### src/rtl/keypad_scan_ctrl_pkg.sv
// Shared types and helpers for the keypad scan controller.
// Row patterns are active-low: a pressed key pulls its row to 0.
package keypad_pkg;

    typedef enum logic [2:0] {
        KP_IDLE,
        KP_DRIVE,
        KP_SAMPLE,
        KP_CONFIRM,
        KP_REPORT,
        KP_HOLD
    } kp_state_e;

    // Index of the low bit in a pattern known to have exactly one 0.
    function automatic logic [1:0] row_idx(input logic [3:0] r);
        logic [1:0] idx;
        idx = 2'd0;
        for (int i = 0; i < 4; i++) begin
            if (!r[i]) idx = 2'(i);
        end
        return idx;
    endfunction

    // True when exactly one row is pulled low.
    function automatic logic one_low(input logic [3:0] r);
        return (r == 4'hE) || (r == 4'hD) ||
               (r == 4'hB) || (r == 4'h7);
    endfunction

endpackage

### src/rtl/keypad_scan_ctrl_sync2.sv
// Two-flop synchronizer for asynchronous level inputs.
// Both stages load RST_VAL while rst is high.
module sync2 #(
    parameter int           W       = 4,
    parameter logic [W-1:0] RST_VAL = '0
) (
    input  logic         clk,
    input  logic         rst,
    input  logic [W-1:0] d,
    output logic [W-1:0] q
);

    logic [W-1:0] s1;

    // Shift the raw input through two register stages.
    always_ff @(posedge clk) begin
        if (rst) begin
            s1 <= RST_VAL;
            q  <= RST_VAL;
        end else begin
            s1 <= d;
            q  <= s1;
        end
    end

endmodule

### src/rtl/keypad_scan_ctrl.sv
// 4x4 active-low keypad scanner with one time-shared debounce counter.
// Reports one code per confirmed press and waits for a stable release.
module keypad_scan_ctrl
    import keypad_pkg::*;
#(
    parameter int SETTLE_CYC = 16,
    parameter int DEB_CYC    = 4096
) (
    input  logic       clk,
    input  logic       rst,
    input  logic       scan_en,
    input  logic [3:0] row_n,
    output logic [3:0] col_n,
    output logic [3:0] key_code,
    output logic       key_valid,
    output logic       key_held
);

    localparam int CW = $clog2(DEB_CYC + 1);
    localparam int SW = $clog2(SETTLE_CYC + 1);
    localparam logic [CW-1:0] DEB_MAX = CW'(DEB_CYC);
    localparam logic [SW-1:0] SET_MAX = SW'(SETTLE_CYC);

    kp_state_e     state_q, state_d;
    logic [1:0]    col_q, col_d;
    logic [SW-1:0] set_q, set_d;
    logic [CW-1:0] deb_q, deb_d;
    logic [3:0]    pat_q, pat_d;
    logic [3:0]    code_d;
    logic [3:0]    col_n_d;
    logic          valid_d;
    logic          held_d;
    logic [3:0]    rs;
    logic          single;
    logic          none;

    sync2 #(
        .W      (4),
        .RST_VAL(4'hF)
    ) u_sync (
        .clk(clk),
        .rst(rst),
        .d  (row_n),
        .q  (rs)
    );

    assign single = one_low(rs);
    assign none   = (rs == 4'hF);

    // Next-state, counter and next-output decode.
    always_comb begin
        state_d = state_q;
        col_d   = col_q;
        set_d   = set_q;
        deb_d   = deb_q;
        pat_d   = pat_q;
        code_d  = key_code;
        unique case (state_q)
            KP_IDLE: begin
                if (scan_en) begin
                    state_d = KP_DRIVE;
                    set_d   = '0;
                end
            end
            KP_DRIVE: begin
                if (!scan_en) begin
                    state_d = KP_IDLE;
                end else if (set_q == SET_MAX) begin
                    state_d = KP_SAMPLE;
                end else begin
                    set_d = set_q + SW'(1);
                end
            end
            KP_SAMPLE: begin
                if (!scan_en) begin
                    state_d = KP_IDLE;
                end else if (single) begin
                    pat_d   = rs;
                    deb_d   = CW'(1);
                    state_d = KP_CONFIRM;
                end else begin
                    col_d   = col_q + 2'd1;
                    set_d   = '0;
                    state_d = KP_DRIVE;
                end
            end
            KP_CONFIRM: begin
                if (!scan_en) begin
                    state_d = KP_IDLE;
                end else if (deb_q == DEB_MAX) begin
                    code_d  = {row_idx(pat_q), col_q};
                    state_d = KP_REPORT;
                end else if (rs == pat_q) begin
                    deb_d = deb_q + CW'(1);
                end else begin
                    col_d   = col_q + 2'd1;
                    set_d   = '0;
                    state_d = KP_DRIVE;
                end
            end
            KP_REPORT: begin
                deb_d   = '0;
                state_d = KP_HOLD;
            end
            KP_HOLD: begin
                if (deb_q == DEB_MAX) begin
                    col_d   = col_q + 2'd1;
                    set_d   = '0;
                    state_d = scan_en ? KP_DRIVE : KP_IDLE;
                end else if (none) begin
                    deb_d = deb_q + CW'(1);
                end else begin
                    deb_d = '0;
                end
            end
            default: begin
                state_d = KP_IDLE;
            end
        endcase
        col_n_d = (state_d == KP_IDLE) ? 4'hF : ~(4'b0001 << col_d);
        valid_d = (state_d == KP_REPORT);
        held_d  = (state_d == KP_REPORT) || (state_d == KP_HOLD);
    end

    // State, counters and registered pin/report outputs.
    always_ff @(posedge clk) begin
        if (rst) begin
            state_q   <= KP_IDLE;
            col_q     <= 2'd0;
            set_q     <= '0;
            deb_q     <= '0;
            pat_q     <= 4'hF;
            col_n     <= 4'hF;
            key_code  <= 4'h0;
            key_valid <= 1'b0;
            key_held  <= 1'b0;
        end else begin
            state_q   <= state_d;
            col_q     <= col_d;
            set_q     <= set_d;
            deb_q     <= deb_d;
            pat_q     <= pat_d;
            col_n     <= col_n_d;
            key_code  <= code_d;
            key_valid <= valid_d;
            key_held  <= held_d;
        end
    end

endmodule

### config.mk
export PLATFORM = sky130hd
export DESIGN_NAME = keypad_scan_ctrl
export DESIGN_NICKNAME = d
export VERILOG_FILES = /design/src/rtl/keypad_scan_ctrl_pkg.sv /design/src/rtl/keypad_scan_ctrl_sync2.sv /design/src/rtl/keypad_scan_ctrl.sv
export SDC_FILE = /design/constraint.sdc
export NUM_CORES = 1
export LEC_CHECK = 0
export ABC_AREA = 0
export CAP_MARGIN = 10
export CORE_ASPECT_RATIO = 1.25
export CORE_UTILIZATION = 30
export CTS_CLUSTER_DIAMETER = 150
export DETAILED_ROUTE_END_ITERATION = 10
export GPL_ROUTABILITY_DRIVEN = 0
export PLACE_DENSITY_LB_ADDON = 0.3
export SLEW_MARGIN = 20
export SYNTH_ARGS = -nofsm -noshare
export SYNTH_HDL_FRONTEND = slang
export SYNTH_SLANG_ARGS = --single-unit
### constraint.sdc
create_clock -name clk -period 3.35 [get_ports clk]
set_clock_uncertainty 0.1 [all_clocks]
set_input_delay 0.67 -clock clk [delete_from_list [all_inputs] [get_ports clk]]
set_output_delay 0.67 -clock clk [all_outputs]
set_load 0.1 [all_outputs]
==> impl_metrics.ini, run 1 <==
[clocking]
cts_buffers = 5
clk-insertion-delay-late_ps = 300
clkTransAtPathRegs_ps = 90
cts_hold_repair.buffers = 0
clock_sink_count = 45
ctsHtreeMaxLevel = 2
cts_tree = yes
cts-resized-gates = 0
root_buffer = sky130_fd_sc_hd__clkbuf_8
post-cts-setup-buffers = 0
maximum_clock_insertion_buffer_count = 2

[grt]
grt_start_max_net_pins = 21
met2_usage = 0.2405
groute.layer.met3.usage = 0.02000
global_route.usage.total = 0.1399
grt.overflow.total = 0
grt_first_pass_wirelength_microns = 8914
initial_antenna_violation_count = 0
use_met1 = 0.1704
grt.busiest_layer = met2
via_count_of_the_first_global_routing_pass = 1880

[logic_synthesis]
synth_cell_types = 57
synth_top_cell_by_area = sky130_fd_sc_hd__dfxtp_1
synth_seq_area_share = 0.3907
synth-main-ff-cell = sky130_fd_sc_hd__dfxtp_1
leading_cell_type_by_number_of_instances_after_synthesis = sky130_fd_sc_hd__dfxtp_1
synth_edf_count = 0
synth_top_cells_by_area = sky130_fd_sc_hd__dfxtp_1 39%, sky130_fd_sc_hd__o311ai_0 3.4%, sky130_fd_sc_hd__nand2_1 3.3%
post_synth_inst_count = 267
syn-num-nets = 278
synth_warnings = 0
synth-async-reset-ratio = 0
mappedNetlistArea_sq_um = 2306
ys_seq_elements = 45
synth.cells.most_frequent = 45 x sky130_fd_sc_hd__dfxtp_1, 20 x sky130_fd_sc_hd__nand2_1, 19 x sky130_fd_sc_hd__nor2_1
synth_top_area_share = 0.3907
synth.avg_cell_area_sq_um = 8.637

[timing]
grt_setup_unrepaired = no
post_route_fraction_of_the_period_consumed_by_the_critical_path = 0.8032
worst_slew_margin_rel = 0.5375
final.min_clock_period_ps = 2691
final-setup-viol-count = 0
timing.final.max_slew_violations = 0
max_freq_mhz = 371.6
worst_pin_slew_ps = 676.3
sum_of_negative_setup_slack_ps = 0
timing.final.hold_violations = 0

[worst_setup_path]
cp_max_fo = 12
reg2reg_to = deb_q[12]
cp-endpoint = deb_q[12]
worstRegToRegCells = 7
cp.arrival_ps = 2780
worstPathRequired_ps = 3440
r2r_slack_ps = 660
critical_path.reg2reg.startpoint = deb_q[0]
cp-startpoint = deb_q[0]
endpoint_kind = flop
timing.critical_path.from_type = flop
worst-setup-path-type = reg -> reg

[route]
drt-total-wl_microns = 5172
detail-route-antenna-nets = 0
initialDrtViolationCount = 85
routed_wire_length_per_instance_microns = 14.13
detail_route.first_pass.iterations = 4
via_per_inst = 5.456
vias = 1997
drt_drc_violations_left = 0

[hold_path]
worstHoldStart = u_sync.s1[2]
worstHoldPathCells = 1
holdCritPathClass = reg -> reg

[final_layout]
nNetsFinal = 284
drive_gt1_frac = 0.1350
antenna_cells_inserted = 0
final_util = 0.3535
synthToLayoutAreaGrowth_pct = 13.46

[pwr]
sw_frac_of_total = 0.2292
cell_internal_pwr_mw = 0.7877
cellLeakagePower_nw = 0.9410
power-per-cell-area_nw_per_um2 = 390.6
seq_power_share = 0.535
pwr-share-comb = 0.058
worst_ir_drop_vdd_mv = 0.2134
power_switching_mw = 0.2342
clock_power_share = 0.407
totalPowerFinal_mw = 1.022

[floorplan]
fp.dieArea_sq_um = 8043
die_h_microns = 100.0
std_cell_rows = 35
i_o_pin_count = 17
placeableCoreArea_sq_um = 7401
initial_core_util = 0.3116
die_width_microns = 80.42

[placement]
dpl.hpwl_microns = 3674
portBuffers = 16

[flow_run]
maxCapViolations = 0

[outcome]
status = complete, no violations
[placed cells by master (no fill, tap or decap), types with 3 or more instances in the layout]
cell type / synthesis / routed
sky130_fd_sc_hd__a21oi_1: 13 / 13
sky130_fd_sc_hd__a311oi_1: 5 / 5
sky130_fd_sc_hd__a31oi_1: 4 / 4
sky130_fd_sc_hd__and2_1: 7 / 7
sky130_fd_sc_hd__and3_1: 4 / 4
sky130_fd_sc_hd__buf_4: 0 / 13
sky130_fd_sc_hd__clkbuf_8: 0 / 5
sky130_fd_sc_hd__clkdlybuf4s50_1: 0 / 6
sky130_fd_sc_hd__dfxtp_1: 45 / 45
sky130_fd_sc_hd__ha_1: 4 / 4
sky130_fd_sc_hd__inv_1: 6 / 6
sky130_fd_sc_hd__mux2i_1: 5 / 5
sky130_fd_sc_hd__nand2_1: 20 / 20
sky130_fd_sc_hd__nand2b_1: 7 / 7
sky130_fd_sc_hd__nand3_1: 8 / 8
sky130_fd_sc_hd__nand3b_1: 4 / 4
sky130_fd_sc_hd__nand4_1: 7 / 7
sky130_fd_sc_hd__nand4b_1: 3 / 3
sky130_fd_sc_hd__nor2_1: 19 / 19
sky130_fd_sc_hd__nor3_1: 3 / 3
sky130_fd_sc_hd__nor4_1: 3 / 3
sky130_fd_sc_hd__o21ai_0: 11 / 11
sky130_fd_sc_hd__o311ai_0: 9 / 9
sky130_fd_sc_hd__o41ai_1: 6 / 6
sky130_fd_sc_hd__or2_2: 8 / 8
sky130_fd_sc_hd__or3_1: 3 / 3
sky130_fd_sc_hd__xnor2_1: 5 / 5
[cell type report]
cell class / count / area (sq um)
Clock buffer: 5 / 68.82
Tap cell: 92 / 115.1
Timing Repair Buffer: 19 / 157.7
Multi-Input combinational cell: 195 / 1301
Sequential cell: 45 / 900.9
Fill cell: 777 / 4785
Inverter: 7 / 26.28
Clock inverter: 3 / 46.29
[how the worst min path moves through the flow]
| stage | end | slack [ps] |
|---|---|---|
| finish | u_sync.q[2] | 310 |
| global route | u_sync.q[2] | 340 |
| CTS | u_sync.q[2] | 320 |
| detailed placement | u_sync.q[2] | 290 |
| global placement | u_sync.q[2] | 290 |
| floorplan | u_sync.q[0] | 290 |
[flip-flops by register name (all words and copies together) (netlist names)]
| name | count |
|---|---|
| col_n | 4 |
| col_q | 2 |
| deb_q | 13 |
| key_code | 4 |
| key_held | 1 |
| key_valid | 1 |
| pat_q | 4 |
| set_q | 5 |
| state_q | 3 |
| u_sync.q | 4 |
| u_sync.s1 | 4 |
[per-layer routing]
metal  up-vias  share of wire
li1       1009              -
met1       946           0.46
met2        35           0.48
met3         7          0.030
met4         0          0.023
met5         -              0
[worst max-delay path, cell delays in order (launching register included)]
cell	delay, ps
sky130_fd_sc_hd__dfxtp_1	350
sky130_fd_sc_hd__inv_1	90
sky130_fd_sc_hd__ha_1	150
sky130_fd_sc_hd__or4b_1	500
sky130_fd_sc_hd__nor4_1	580
sky130_fd_sc_hd__o22a_1	490
sky130_fd_sc_hd__o311ai_0	230
sky130_fd_sc_hd__o41ai_1	110
[kinds of logic (layout without fill, tap and decap cells)]
family,count (synthesis),after routing,share of synthesized area
and+or+nand+nor,108,108,0.2615
AOI/OAI and AO/OA,71,71,0.2306
muxes,7,7,0.03147
DFF,45,45,0.3907
adders and majority gates,4,4,0.02170
xor gates and xnor gates,5,5,0.01899
buffers and inverters,27,34,0.04504
[power by group through the flow]
stage | clock network, mW | registers, mW | logic [mW]
6_report | 0.416 | 0.547 | 0.0595
4_1_cts | 0.435 | 0.547 | 0.0599
3_3_place_gp | 0 | 0.559 | 0.0592
3_5_place_dp | 0 | 0.559 | 0.0598
2_1_floorplan | 0 | 0.560 | 0.0395
5_1_grt | 0.457 | 0.548 | 0.0657
[metrics by stage]
stage | cell area [sq um] | instances | worst slack, ps | hold slack [ps]
2_1_floorplan | 2306 | 267 | 892.6 | 289.5
4_1_cts | 2616 | 366 | 662.8 | 316.3
3_5_place_dp | 2501 | 358 | 518.9 | 293.7
3_3_place_gp | 2501 | 358 | 527.0 | 292.9
6_report | 2616 | 366 | 659.2 | 314.1
5_1_grt | 2616 | 366 | 515.2 | 336.3
Note: power is estimated with default switching activity, not from simulation.
==> run 2, diff against run 1 <==
==> constraint.sdc (replaced) <==
create_clock -name clk -period 2.3 [get_ports clk]
set_clock_uncertainty 0.1 [all_clocks]
set_input_delay 0.46 -clock clk [delete_from_list [all_inputs] [get_ports clk]]
set_output_delay 0.46 -clock clk [all_outputs]
set_load 0.1 [all_outputs]
==> run 2 against run 1 <==
  * The flow now finishes with violations (negative setup slack)
  * Cell area is 14% higher
  * Clock power is 44% higher
  * Via count rose by 11%
  * Critical endpoint is now set_q[1]
==> impl_metrics.ini, run 2 (synthesis gave the netlist of run 1 again) <==
[placement]
dpl.hpwl_microns = 4074
dp.cells = 398
placed_area_sq_um = 2810
portBuffers = 16
post-place-ws_ps = -167.5

[final_layout]
antenna_cells_inserted = 0
registers.top_by_ff_count = deb_q
biggestRegsByFlops = deb_q: 13 flops, set_q: 5 flops
drive_gt1_frac = 0.2816
nNetsFinal = 327
synthToLayoutAreaGrowth_pct = 29.79
post-route-cell-area_sq_um = 2993
largest_reg_flops = 13
fin_cells = 408
commonest_cells_after_routing_fill_and_taps_aside = 54 x sky130_fd_sc_hd__buf_4, 44 x sky130_fd_sc_hd__dfxtp_1, 20 x sky130_fd_sc_hd__nand2_1, 19 x sky130_fd_sc_hd__nor2_1, 13 x sky130_fd_sc_hd__a21oi_1
layout_commonest_cell = sky130_fd_sc_hd__buf_4
final_util = 0.4044

[timing]
timing.final.hold_violations = 0
sum_of_negative_setup_slack_ps = -1070
worst_pin_slew_ps = 766.2
timing.final.max_slew_violations = 0
worst_slew_margin_rel = 0.4881
grt_setup_unrepaired = yes
finalHoldWorstSlack_ps = 312.3
post_route_fraction_of_the_period_consumed_by_the_critical_path = 1.052
layout_setup_ws_ps = -119.2
final-setup-viol-count = 18
final.min_clock_period_ps = 2419
max_freq_mhz = 413.4

[grt]
grt_first_pass_wirelength_microns = 9591
via_count_of_the_first_global_routing_pass = 2131
global_route.usage.total = 0.1531
initial_antenna_violation_count = 0
grt_start_max_net_pins = 28
grt.overflow.total = 0

[clocking]
cts_hold_repair.buffers = 0
ctsHtreeMaxLevel = 2
cts_tree = yes
root_buffer = sky130_fd_sc_hd__clkbuf_8
clk-insertion-delay-late_ps = 310
clkTransAtPathRegs_ps = 90
maximum_clock_insertion_buffer_count = 2
clock_sink_count = 45
cts_buffers = 5

[floorplan]
placeableCoreArea_sq_um = 7401
die_width_microns = 80.42
die_h_microns = 100.0
i_o_pin_count = 17
std_cell_rows = 35
initial_core_util = 0.3116
fp.dieArea_sq_um = 8043

[route]
detail_route.first_pass.iterations = 4
routed_wire_length_per_instance_microns = 13.80
vias = 2215
initialDrtViolationCount = 85
drt_drc_violations_left = 0
drt-total-wl_microns = 5629
detail-route-antenna-nets = 0
via_per_inst = 5.429

[outcome]
status = complete, but fails checks
violated_checks = negative setup slack

[pwr]
seq_power_share = 0.531
cell_internal_pwr_mw = 1.157
worst_ir_drop_vdd_mv = 0.2208
power-per-cell-area_nw_per_um2 = 501.4
pwr-share-comb = 0.069
sw_frac_of_total = 0.2289
power_switching_mw = 0.3435
cellLeakagePower_nw = 1.179
clock_power_share = 0.400
totalPowerFinal_mw = 1.500

[worst_setup_path]
timing.critical_path.from_type = flop
cp_max_fo = 5
path_cells = inv_2 > ha_1 > or4b_4 > or3_4 > or2_4 > a221oi_4 > mux2i_1
worstPathRequired_ps = 2440
cp.arrival_ps = 2560
worst-setup-path-type = reg -> reg
endpoint_kind = flop
timing.critical_path.slowest_stage_cell = sky130_fd_sc_hd__or4b_4
cp-startpoint = deb_q[0]
critical_path.reg2reg.startpoint = deb_q[0]
slowest_delay_ps = 470

[flow_run]
maxCapViolations = 0

[hold_path]
worstHoldStart = u_sync.s1[2]
holdCritPathClass = reg -> reg
[run 2: cell types whose count changed in the layout (fill, tap and decap cells not counted), moves of 2 or more]
cell and delta:
sky130_fd_sc_hd__buf_4 +41, sky130_fd_sc_hd__o311ai_0 -4, sky130_fd_sc_hd__o311ai_1 +4, sky130_fd_sc_hd__o21ai_0 -3, sky130_fd_sc_hd__o21ai_1 +3, sky130_fd_sc_hd__buf_6 +2
[run 2: per-layer routing]
metal / vias to the layer above / share of wire / GRT usage
met4: 0 / 0.026 / 0.08104
met2: 36 / 0.51 / 0.2634
met1: 1072 / 0.43 / 0.1740
met3: 12 / 0.035 / 0.03364
li1: 1095 / - / -
met5: - / 0 / 0
[run 2: timing repair]
item | CTS | global route
buffers inserted | 2 | 1
pin swaps | 6 | 4
resized for setup | 9 | 8
setup endpoints to repair | 24 | 26
[run 2: critical path, delay by kind of cell, from the launching register on]
kind	cells	cell delay [ps]
AO/OA/AOI/OAI	1	390
adder cells (fa/ha/maj)	1	140
buffers and inverters	1	50
flip-flops	1	330
multiplexers	1	220
AND/OR/NAND/NOR	3	1120
[run 2: worst paths after layout]
check                end  slack [ps]  depth (start not counted)
min          u_sync.q[2]         310                          1
max reg2reg     set_q[1]        -120                          7
min reg2reg  u_sync.q[2]         310                          1
max             set_q[1]        -120                          7
[run 2: power by group through the flow]
| stage | Clock, mW | Sequential (mW) | Combinational, mW |
|---|---|---|---|
| floorplan | 0 | 0.816 | 0.0571 |
| global placement | 0 | 0.814 | 0.102 |
| detailed placement | 0 | 0.815 | 0.104 |
| CTS | 0.619 | 0.796 | 0.105 |
| global route | 0.651 | 0.798 | 0.116 |
| finish | 0.600 | 0.796 | 0.104 |
[run 2: layout make-up]
cell class | instances | area (sq um)
clock buffers | 5 | 68.82
clock inverters | 2 | 38.79
fillers | 752 | 4408
inverters | 7 | 26.28
multi-input cells | 195 | 1354
flip-flops and latches | 45 | 902.1
well taps | 92 | 115.1
repair buffers | 62 | 488.0
==> run 3, diff against run 2 <==
--- a/config.mk
+++ b/config.mk
@@ -6,7 +6,7 @@
 export NUM_CORES = 1
 export LEC_CHECK = 0
 export ABC_AREA = 0
-export CAP_MARGIN = 10
+export CAP_MARGIN = 25
 export CORE_ASPECT_RATIO = 1.25
 export CORE_UTILIZATION = 30
 export CTS_CLUSTER_DIAMETER = 150
==> results of run 3 <==
Final layout, timing and power as in run 2 (identical DEF).
